===== config.mk =====
export PLATFORM = sky130hd
export DESIGN_NAME = mem_arbiter
export DESIGN_NICKNAME = d
export VERILOG_FILES = /design/src/rtl/mem_arbiter.sv
export SDC_FILE = /design/constraint.sdc
export NUM_CORES = 1
export LEC_CHECK = 0
export ABC_AREA = 1
export BUFFER_PORTS_ARGS = -buffer_cell sky130_fd_sc_hd__buf_4
export CORE_MARGIN = 3
export CORE_UTILIZATION = 44
export CTS_CLUSTER_DIAMETER = 200
export CTS_CLUSTER_SIZE = 24
export DETAILED_ROUTE_END_ITERATION = 8
export PLACE_DENSITY = 0.9
export SYNTH_ARGS = -nofsm -noshare
export SYNTH_HDL_FRONTEND = slang
export SYNTH_SLANG_ARGS = --single-unit

===== constraint.sdc =====
create_clock -name clk -period 5.1 [get_ports clk]
set_clock_uncertainty 0.15 [all_clocks]
set_input_delay 0.765 -clock clk [delete_from_list [all_inputs] [get_ports clk]]
set_output_delay 0.765 -clock clk [all_outputs]
set_load 0.01 [all_outputs]

===== src/rtl/mem_arbiter.sv =====
// mem_arbiter
// ----------------------------------------------------------------------------
// Memory responder for the cpu16 instruction and data ports. It shares one
// single-port synchronous SRAM between three CPU request types (instruction
// read, data read and data write) and the SPI debug write stream.
//
// Debug writes cannot be stalled, so they always take the memory port. CPU
// grants are only made in IDLE. Instruction and data classes alternate when
// both are waiting.
//
// Ports:
//   clk, reset                 system clock, asynchronous active-high reset
//   ins_rd_addr/req/rdy/data   instruction read: level req, 1-cycle rdy pulse
//   dat_rw_addr                shared address for data read and data write
//   dat_rd_req/rdy/data        data read: level req, 1-cycle rdy pulse
//   dat_wr_req/data/rdy        data write: level req, 1-cycle rdy pulse
//   dbg_we/waddr/wdata         debug write strobe, accepted the same cycle
//   mem_addr/wdata/we/re       SRAM command (combinational)
//   mem_rdata                  SRAM read data, valid the cycle after mem_re
// ----------------------------------------------------------------------------
module mem_arbiter #(
  parameter int AW = 16,
  parameter int DW = 16
) (
  input  logic          clk,
  input  logic          reset,
  input  logic [AW-1:0] ins_rd_addr,
  input  logic          ins_rd_req,
  output logic          ins_rd_rdy,
  output logic [DW-1:0] ins_rd_data,
  input  logic [AW-1:0] dat_rw_addr,
  input  logic          dat_rd_req,
  output logic          dat_rd_rdy,
  output logic [DW-1:0] dat_rd_data,
  input  logic          dat_wr_req,
  input  logic [DW-1:0] dat_wr_data,
  output logic          dat_wr_rdy,
  input  logic          dbg_we,
  input  logic [AW-1:0] dbg_waddr,
  input  logic [DW-1:0] dbg_wdata,
  output logic [AW-1:0] mem_addr,
  output logic [DW-1:0] mem_wdata,
  output logic          mem_we,
  output logic          mem_re,
  input  logic [DW-1:0] mem_rdata
);

  typedef enum logic {
    IDLE    = 1'b0,
    RD_WAIT = 1'b1
  } state_t;

  state_t        state_q, state_d;
  logic          prefer_ins_q, prefer_ins_d;  // 1: instruction wins a tie
  logic          win_dat_q, win_dat_d;        // owner of the read in flight
  logic          ins_rd_rdy_q, ins_rd_rdy_d;
  logic          dat_rd_rdy_q, dat_rd_rdy_d;
  logic          dat_wr_rdy_q, dat_wr_rdy_d;
  logic [DW-1:0] ins_rd_data_q, ins_rd_data_d;
  logic [DW-1:0] dat_rd_data_q, dat_rd_data_d;

  // A request whose rdy is high this cycle is the one just completed; the CPU
  // has not yet seen the pulse, so it must not be granted a second time.
  logic ins_elig, dat_rd_elig, dat_wr_elig, dat_elig;
  assign ins_elig    = ins_rd_req & ~ins_rd_rdy_q;
  assign dat_rd_elig = dat_rd_req & ~dat_rd_rdy_q;
  assign dat_wr_elig = dat_wr_req & ~dat_wr_rdy_q;
  assign dat_elig    = dat_rd_elig | dat_wr_elig;

  // Grant decode: debug write blocks every CPU grant, and so does RD_WAIT.
  logic grant_ins, grant_dat_rd, grant_dat_wr;
  always_comb begin
    grant_ins    = 1'b0;
    grant_dat_rd = 1'b0;
    grant_dat_wr = 1'b0;
    if (state_q == IDLE && !dbg_we) begin
      if (ins_elig && (!dat_elig || prefer_ins_q)) begin
        grant_ins = 1'b1;
      end else if (dat_wr_elig) begin
        grant_dat_wr = 1'b1;
      end else if (dat_rd_elig) begin
        grant_dat_rd = 1'b1;
      end
    end
  end

  // State register
  always_ff @(posedge clk or posedge reset) begin
    if (reset) begin
      state_q       <= IDLE;
      prefer_ins_q  <= 1'b1;
      win_dat_q     <= 1'b0;
      ins_rd_rdy_q  <= 1'b0;
      dat_rd_rdy_q  <= 1'b0;
      dat_wr_rdy_q  <= 1'b0;
      ins_rd_data_q <= '0;
      dat_rd_data_q <= '0;
    end else begin
      state_q       <= state_d;
      prefer_ins_q  <= prefer_ins_d;
      win_dat_q     <= win_dat_d;
      ins_rd_rdy_q  <= ins_rd_rdy_d;
      dat_rd_rdy_q  <= dat_rd_rdy_d;
      dat_wr_rdy_q  <= dat_wr_rdy_d;
      ins_rd_data_q <= ins_rd_data_d;
      dat_rd_data_q <= dat_rd_data_d;
    end
  end

  // Next-state logic
  always_comb begin
    state_d       = state_q;
    prefer_ins_d  = prefer_ins_q;
    win_dat_d     = win_dat_q;
    ins_rd_data_d = ins_rd_data_q;
    dat_rd_data_d = dat_rd_data_q;
    dat_wr_rdy_d  = grant_dat_wr;
    ins_rd_rdy_d  = 1'b0;
    dat_rd_rdy_d  = 1'b0;

    if (state_q == IDLE) begin
      if (grant_ins || grant_dat_rd) begin
        state_d   = RD_WAIT;
        win_dat_d = grant_dat_rd;
      end
    end else begin
      // mem_rdata is valid now; capture it so data is stable when rdy rises.
      state_d = IDLE;
      if (win_dat_q) begin
        dat_rd_data_d = mem_rdata;
        dat_rd_rdy_d  = 1'b1;
      end else begin
        ins_rd_data_d = mem_rdata;
        ins_rd_rdy_d  = 1'b1;
      end
    end

    // The pointer remembers the class granted last so the other wins a tie.
    if (grant_ins) begin
      prefer_ins_d = 1'b0;
    end else if (grant_dat_rd || grant_dat_wr) begin
      prefer_ins_d = 1'b1;
    end
  end

  // Output logic
  always_comb begin
    mem_we    = 1'b0;
    mem_re    = 1'b0;
    mem_addr  = '0;
    mem_wdata = '0;
    if (!reset) begin
      if (dbg_we) begin
        mem_we    = 1'b1;
        mem_addr  = dbg_waddr;
        mem_wdata = dbg_wdata;
      end else if (grant_dat_wr) begin
        mem_we    = 1'b1;
        mem_addr  = dat_rw_addr;
        mem_wdata = dat_wr_data;
      end else if (grant_ins) begin
        mem_re   = 1'b1;
        mem_addr = ins_rd_addr;
      end else if (grant_dat_rd) begin
        mem_re   = 1'b1;
        mem_addr = dat_rw_addr;
      end
    end
  end

  assign ins_rd_rdy  = ins_rd_rdy_q;
  assign dat_rd_rdy  = dat_rd_rdy_q;
  assign dat_wr_rdy  = dat_wr_rdy_q;
  assign ins_rd_data = ins_rd_data_q;
  assign dat_rd_data = dat_rd_data_q;

endmodule


==> results of run 1 <==
## worst max-delay path: cells and delay by family
kind | cells | cell delay (ns)
simple gates | 3 | 0.47
compound gates | 2 | 0.73
buf+inv | 3 | 0.40
## area by class of cell
cell class,instances,area share [%]
timing repair buffer,170,34.4
multi-input combinational,232,29.6
sequential,38,25.6
inverter,43,4.41
tap,67,2.26
clock buffer,5,1.85
clock inverter,3,1.85
## final timing paths
check / from / endpoint / slack (ns)
max in group asynchronous: reset / ins_rd_data[14]$_DFFE_PP0P_ / 3.53
min in group asynchronous: reset / dat_rd_data[1]$_DFFE_PP0P_ / 0.68
hold reg to reg: win_dat_q$_DFFE_PP0P_ / ins_rd_rdy$_DFF_PP0_ / 0.32
setup / recovery: dbg_we / mem_wdata[15] / 1.81
setup reg to reg: ins_rd_rdy$_DFF_PP0_ / prefer_ins_q$_DFFE_PP1P_ / 3.14
hold / removal: win_dat_q$_DFFE_PP0P_ / ins_rd_rdy$_DFF_PP0_ / 0.32
## through the flow
stage / power (mW) / instance area (µm²) / setup WS [ns] / hold WS, ns
after global routing: 1.61 / 3710 / 1.65 / 0.326
after detailed placement: 1.20 / 3580 / 1.83 / 0.315
after floorplan: 0.843 / 2310 / 1.34 / 0.286
final: 1.50 / 3710 / 1.81 / 0.318
after CTS: 1.51 / 3710 / 1.82 / 0.323
after global placement: 1.18 / 3580 / 1.83 / 0.294
## where the power goes
group | internal [mW] | switching [mW]
logic | 0.321 | 0.348
clock network | 0.196 | 0.109
registers | 0.442 | 0.0836
total | 0.959 | 0.541
## cells in the final DEF (no fill, tap or decap)
cell	n
nand2_2	10
o21ai_2	1
buf_4	170
nand2_1	80
inv_2	1
nand3_1	2
dfstp_2	1
bufinv_16	2
nor2_1	53
nor2_2	1
nor2_8	1
inv_4	1
a21oi_2	8
nand4_1	16
a21oi_1	9
dfrtp_1	37
a21boi_0	1
inv_1	41
nor2_4	1
clkinv_4	1
a21boi_4	1
o21ai_0	48
clkbuf_8	5
## kinds of logic after synthesis
logic type	Yosys count
AOI/OAI and AO/OA	68
buffers and inverters	62
DFF	38
and+or+nand+nor	164
## per-layer routing
| metal | vias up | part of all wire [%] | routed length, µm | GRT usage (%) |
|---|---|---|---|---|
| li1 | 1354 | - | - | - |
| met3 | 9 | 8.2 | 638 | 5.16 |
| met1 | 1207 | 40 | 3100 | 30.6 |
| met2 | 119 | 51 | 3970 | 45.2 |
| met5 | - | 0 | 0 | 0 |
| met4 | 0 | 1.1 | 87 | 5.77 |
## sequential cells by signal (all words and copies together) (netlist names)
register      cells
dat_rd_data      16
win_dat_q         1
ins_rd_rdy        1
prefer_ins_q      1
ins_rd_data      16
state_q           1
dat_wr_rdy        1
dat_rd_rdy        1
==> key figures, run 1 <==
Layout
  • Multi-input logic area: 1100 µm²
  • Fraction of final layout cells with drive strength greater than 1: 41.5%
  • Post-layout net count: 592
  • Area taken by flip-flops and latches: 952 µm²
  • Fill cells: 394
  • Area Overhead vs Synth: 60.9%
  • Diode insertion count for antenna repair: 0
  • Final design utilization: 76.1%
  • Number of standard cells in the final layout excluding fillers: 558

STA
  • Final critical delay including setup and external delays: 3.29 ns
  • Share of the clock period used by the worst path after layout: 64.5%
  • Final-report setup violation count: 0
  • Worst slew margin relative to its limit: 35.6%
  • Count of endpoints failing hold in the final timing report: 0
  • Slew Viols, Final: 0
  • Setup TNS: 0 ns
  • Slew of the pin with the lowest slew margin: 0.965 ns
  • FMAX: 0.304 GHz
  • Setup repair after global routing missed its margin: false

Worst setup path
  • Data arrival, critical path: 2.37 ns
  • Crit. End Element: primary output
  • Cell-by-cell listing of the critical path: buf_4, nor2_8, inv_4, nor2_4, a21boi_4, nand2_1, a21oi_1, buf_4
  • Critical path's largest stage delay: 0.54 ns
  • Highest fanout seen on the critical path: 19
  • Category of the worst setup path launch point: primary input
  • Type of the worst setup path: in2out
  • Cell depth of the worst flop-to-flop path: 4
  • Max stage delay cell, worst path: a21boi_4
  • CP most frequent cell: buf_4
  • WP data required: 4.18 ns

Synth
  • Post-synth cell types: 23
  • Seq/Total Area, Yosys: 41.2%
  • Count of yosys warnings during synthesis: 0
  • Synth async-reset ratio: 100%
  • Post-synthesis share of cell area spent on and, or, nand and nor gates: 30.7%
  • Top cell type by total area after synthesis: dfrtp_1
  • Number of flops mapped to enable cells by yosys: 0
  • Primary flip-flop cell chosen by synthesis mapping: dfrtp_1
  • Post-synthesis xor/xnor area fraction: 0%
  • Post-Synthesis Mean Instance Area: 6.95 µm²
  • Seq cells post-synth: 38
  • Cell area after synthesis: 2310 µm²
  • Number of cells produced by synthesis: 332
  • Fraction of the mapped netlist area in adder cells: 0%
  • Leading cell type by number of instances after synthesis: nand2_1
  • Area share of the leading cell type in the synthesized netlist: 40.1%
  • Top post-synthesis cells by count: nand2_1, nor2_1, o21ai_0
  • Area fraction in compound gates after synthesis: 16.9%
  • Post-synthesis mux area share: 0%
  • Largest cells by area after synthesis: dfrtp_1, nand2_1, o21ai_0
  • Synthesized netlist net count: 434
  • Combinational family with the most area after synthesis: simple AND/OR/NAND/NOR gates

Clocking
  • Number of gates resized after cts: 0
  • Number of buffers created by CTS: 5
  • Clock H-tree levels: 2
  • Clock-pin transition on the worst setup and hold timing paths: 0.08 ns
  • Clock tree root buffer cell: clkbuf_8
  • Deepest clock path buffer count: 2
  • Num Clock Sinks: 38
  • Post-CTS Setup Bufs: 0
  • Post-cts hold buffer count: 0
  • Clk Latency, worst-skew pair: 0.29 ns
  • CTS tree: done

Flow run
  • Max cap viols: 0

Die
  • Core Region: 4880 µm²
  • Die X-Extent: 78.4 µm
  • Die Outline Area: 6150 µm²
  • Die H: 78.4 µm
  • Placement Rows: 25
  • Starting density of the core: 47.3%
  • Count of boundary I/O pins: 171

Run status
  • Status: finished, final reports clean

Routing
  • Vias per cell: 4.82
  • Number of iterations in the first detailed-routing pass: 4
  • Total detailed-routing wirelength: 7790 µm
  • Detailed-route DRC error count: 0
  • Antenna Violating Nets Remaining: 0
  • Detail-routed net length per standard cell: 14.0 µm
  • Number of vias in the routed layout: 2689
  • DR iter-0 viols: 163

Min path
  • Depth of the worst hold-timing path: 1
  • Worst hold path class: reg2reg

Place
  • Number of placed instances with taps included: 550
  • Detailed Place HPWL: 5920 µm
  • Routability congestion estimate: 0.806
  • Number of port buffers: 170

GRT
  • Total global routing track utilization: 25.0%
  • Global-route wire length before repair: 12400 µm
  • Initial antenna violation count: 0
  • Overflow left after global routing: 0
  • Vias in the first global route: 2594
  • Maximum number of pins on one net before global-route repair: 55

Power
  • P per Cell Area: 404 nW/µm²
  • Reported leakage power: 2.05 nW
  • Worst vdd ir: 0.306 mV
No activity file was read; power rests on OpenSTA's default activity.
==> run 2, diff against run 1 <==
CORE_UTILIZATION = 37   (was 44)
PLACE_DENSITY = 0.81   (was 0.9)
clock period = 2.81 ns   (was 5.1 ns; I/O delays follow)
==> key figures, run 2 (synthesis results as in run 1) <==
Die
  • Count of boundary I/O pins: 171
  • Die Outline Area: 7220 µm²
  • Die X-Extent: 85.0 µm
  • Die H: 85.0 µm
  • Placement Rows: 28
  • Starting density of the core: 38.5%
  • Core Region: 5990 µm²

GRT
  • Overflow left after global routing: 0
  • Maximum number of pins on one net before global-route repair: 35
  • Total global routing track utilization: 20.0%
  • Vias in the first global route: 2608
  • Initial antenna violation count: 0
  • Global-route wire length before repair: 11900 µm

Clocking
  • CTS tree: done
  • Clock H-tree levels: 2
  • Clk Latency, worst-skew pair: 0.28 ns
  • Clock-pin transition on the worst setup and hold timing paths: 0.07 ns
  • Number of buffers created by CTS: 5
  • Post-cts hold buffer count: 0
  • Num Clock Sinks: 38
  • Deepest clock path buffer count: 2
  • Clock tree root buffer cell: clkbuf_8

Layout
  • Commonest cells after routing, fill and taps aside: buf_4, nand2_1, nor2_1
  • Multi-input logic area: 1110 µm²
  • Post-layout net count: 598
  • Number of standard cells in the final layout excluding fillers: 572
  • Area taken by flip-flops and latches: 952 µm²
  • Most frequent standard cell in the layout excluding fill and tap cells: buf_4
  • Area Overhead vs Synth: 61.7%
  • Final design area excluding fillers: 3730 µm²
  • Diode insertion count for antenna repair: 0
  • Fill cells: 532
  • Fraction of final layout cells with drive strength greater than 1: 42.3%

STA
  • Share of the clock period used by the worst path after layout: 90.1%
  • Setup repair after global routing missed its margin: false
  • Fin worst setup slack: 0.278 ns
  • Slew of the pin with the lowest slew margin: 0.919 ns
  • Worst slew margin relative to its limit: 38.6%
  • Setup TNS: 0 ns
  • Slew Viols, Final: 0
  • Final-report setup violation count: 0
  • Final critical delay including setup and external delays: 2.53 ns
  • FMAX: 0.395 GHz
  • Count of endpoints failing hold in the final timing report: 0

Routing
  • Number of vias in the routed layout: 2693
  • Detail-routed net length per standard cell: 12.7 µm
  • DR iter-0 viols: 61
  • Total detailed-routing wirelength: 7280 µm
  • Vias per cell: 4.71
  • Detailed-route DRC error count: 0
  • Number of iterations in the first detailed-routing pass: 4
  • Antenna Violating Nets Remaining: 0

Power
  • Reported leakage power: 2.06 nW
  • Worst vdd ir: 0.576 mV
  • Overall power consumption: 2.56 mW
  • P per Cell Area: 684 nW/µm²

Worst setup path
  • Worst reg2reg startpoint: state_q$_DFF_PP0_
  • Cell depth of the worst flop-to-flop path: 2
  • Highest fanout seen on the critical path: 18
  • WP data required: 2.24 ns
  • Start point of the critical path: state_q$_DFF_PP0_
  • Type of the worst setup path: reg2out
  • Data arrival, critical path: 1.96 ns
  • Crit. End Element: primary output
  • Category of the worst setup path launch point: flip-flop

Place
  • Number of port buffers: 170
  • Detailed Place HPWL: 5670 µm
  • Number of placed instances with taps included: 562
  • Routability congestion estimate: 0.857
  • Placed Instance Area: 3620 µm²
  • Worst setup timing slack at the placement stage: 0.278 ns

Flow run
  • Max cap viols: 0

Min path
  • Worst hold path class: in2async

Run status
  • Status: finished, final reports clean
run 2: cell count changes in the layout (fill, tap and decap cells not counted):
cell        delta
clkinv_4       -1
clkinv_2       +1
o21ai_2        -1
buf_4          +6
o21ai_4        +1
bufinv_16      -2
clkbuf_8       +1
clkinvlp_4     +1
run 2: per-layer routing:
metal / GRT usage [%] / part of all wire [%] / up-vias
met5: 0 / 0 / -
met4: 6.62 / 1.8 / 0
met3: 7.09 / 10 / 15
met2: 34.4 / 50 / 112
met1: 23.3 / 37 / 1200
li1: - / - / 1366
run 2: area by class of cell:
cell class	count	share of cell area, %
Sequential cell	38	25.5
Inverter	43	4.39
Tap cell	75	2.51
Multi-Input combinational cell	232	29.7
Clock buffer	6	2.21
Clock inverter	2	0.335
Timing Repair Buffer	176	35.4
run 2: final timing paths:
kind                       slack [ns]                     endpoint
setup / recovery                 0.28                 mem_wdata[7]
hold / removal                   0.07  ins_rd_data[11]$_DFFE_PP0P_
max in group asynchronous        1.70     prefer_ins_q$_DFFE_PP1P_
min in group clk                 0.25   dat_rd_data[6]$_DFFE_PP0P_
hold reg to reg                  0.33         ins_rd_rdy$_DFF_PP0_
setup reg to reg                 1.04   dat_rd_data[9]$_DFFE_PP0P_
run 2: worst max-delay path, cell delays in order (launching register included):
cell      delay (ns)
dfrtp_1         0.46
nor2_8          0.27
inv_4           0.06
nor2_4          0.12
a21boi_4        0.19
buf_4           0.23
nand2_2         0.08
a21oi_2         0.12
buf_4           0.13
run 2: through the flow:
step,hold slack (ns),utilization [%]
after floorplan,0.286,-
after global placement,0.303,60.4
after detailed placement,0.317,60.4
after CTS,0.0589,61.9
after global routing,0.0910,62.3
final,0.0672,62.3
run 2: power by group:
part / internal, mW / switching, mW / total (mW)
logic: 0.595 / 0.620 / 1.22
clock network: 0.197 / 0.190 / 0.387
registers: 0.803 / 0.150 / 0.953
run 2: what timing repair did:
action                     in CTS  in global routing
gates resized for setup         0                  1
setup endpoints to repair       0                 18
setup buffers                   0                  2
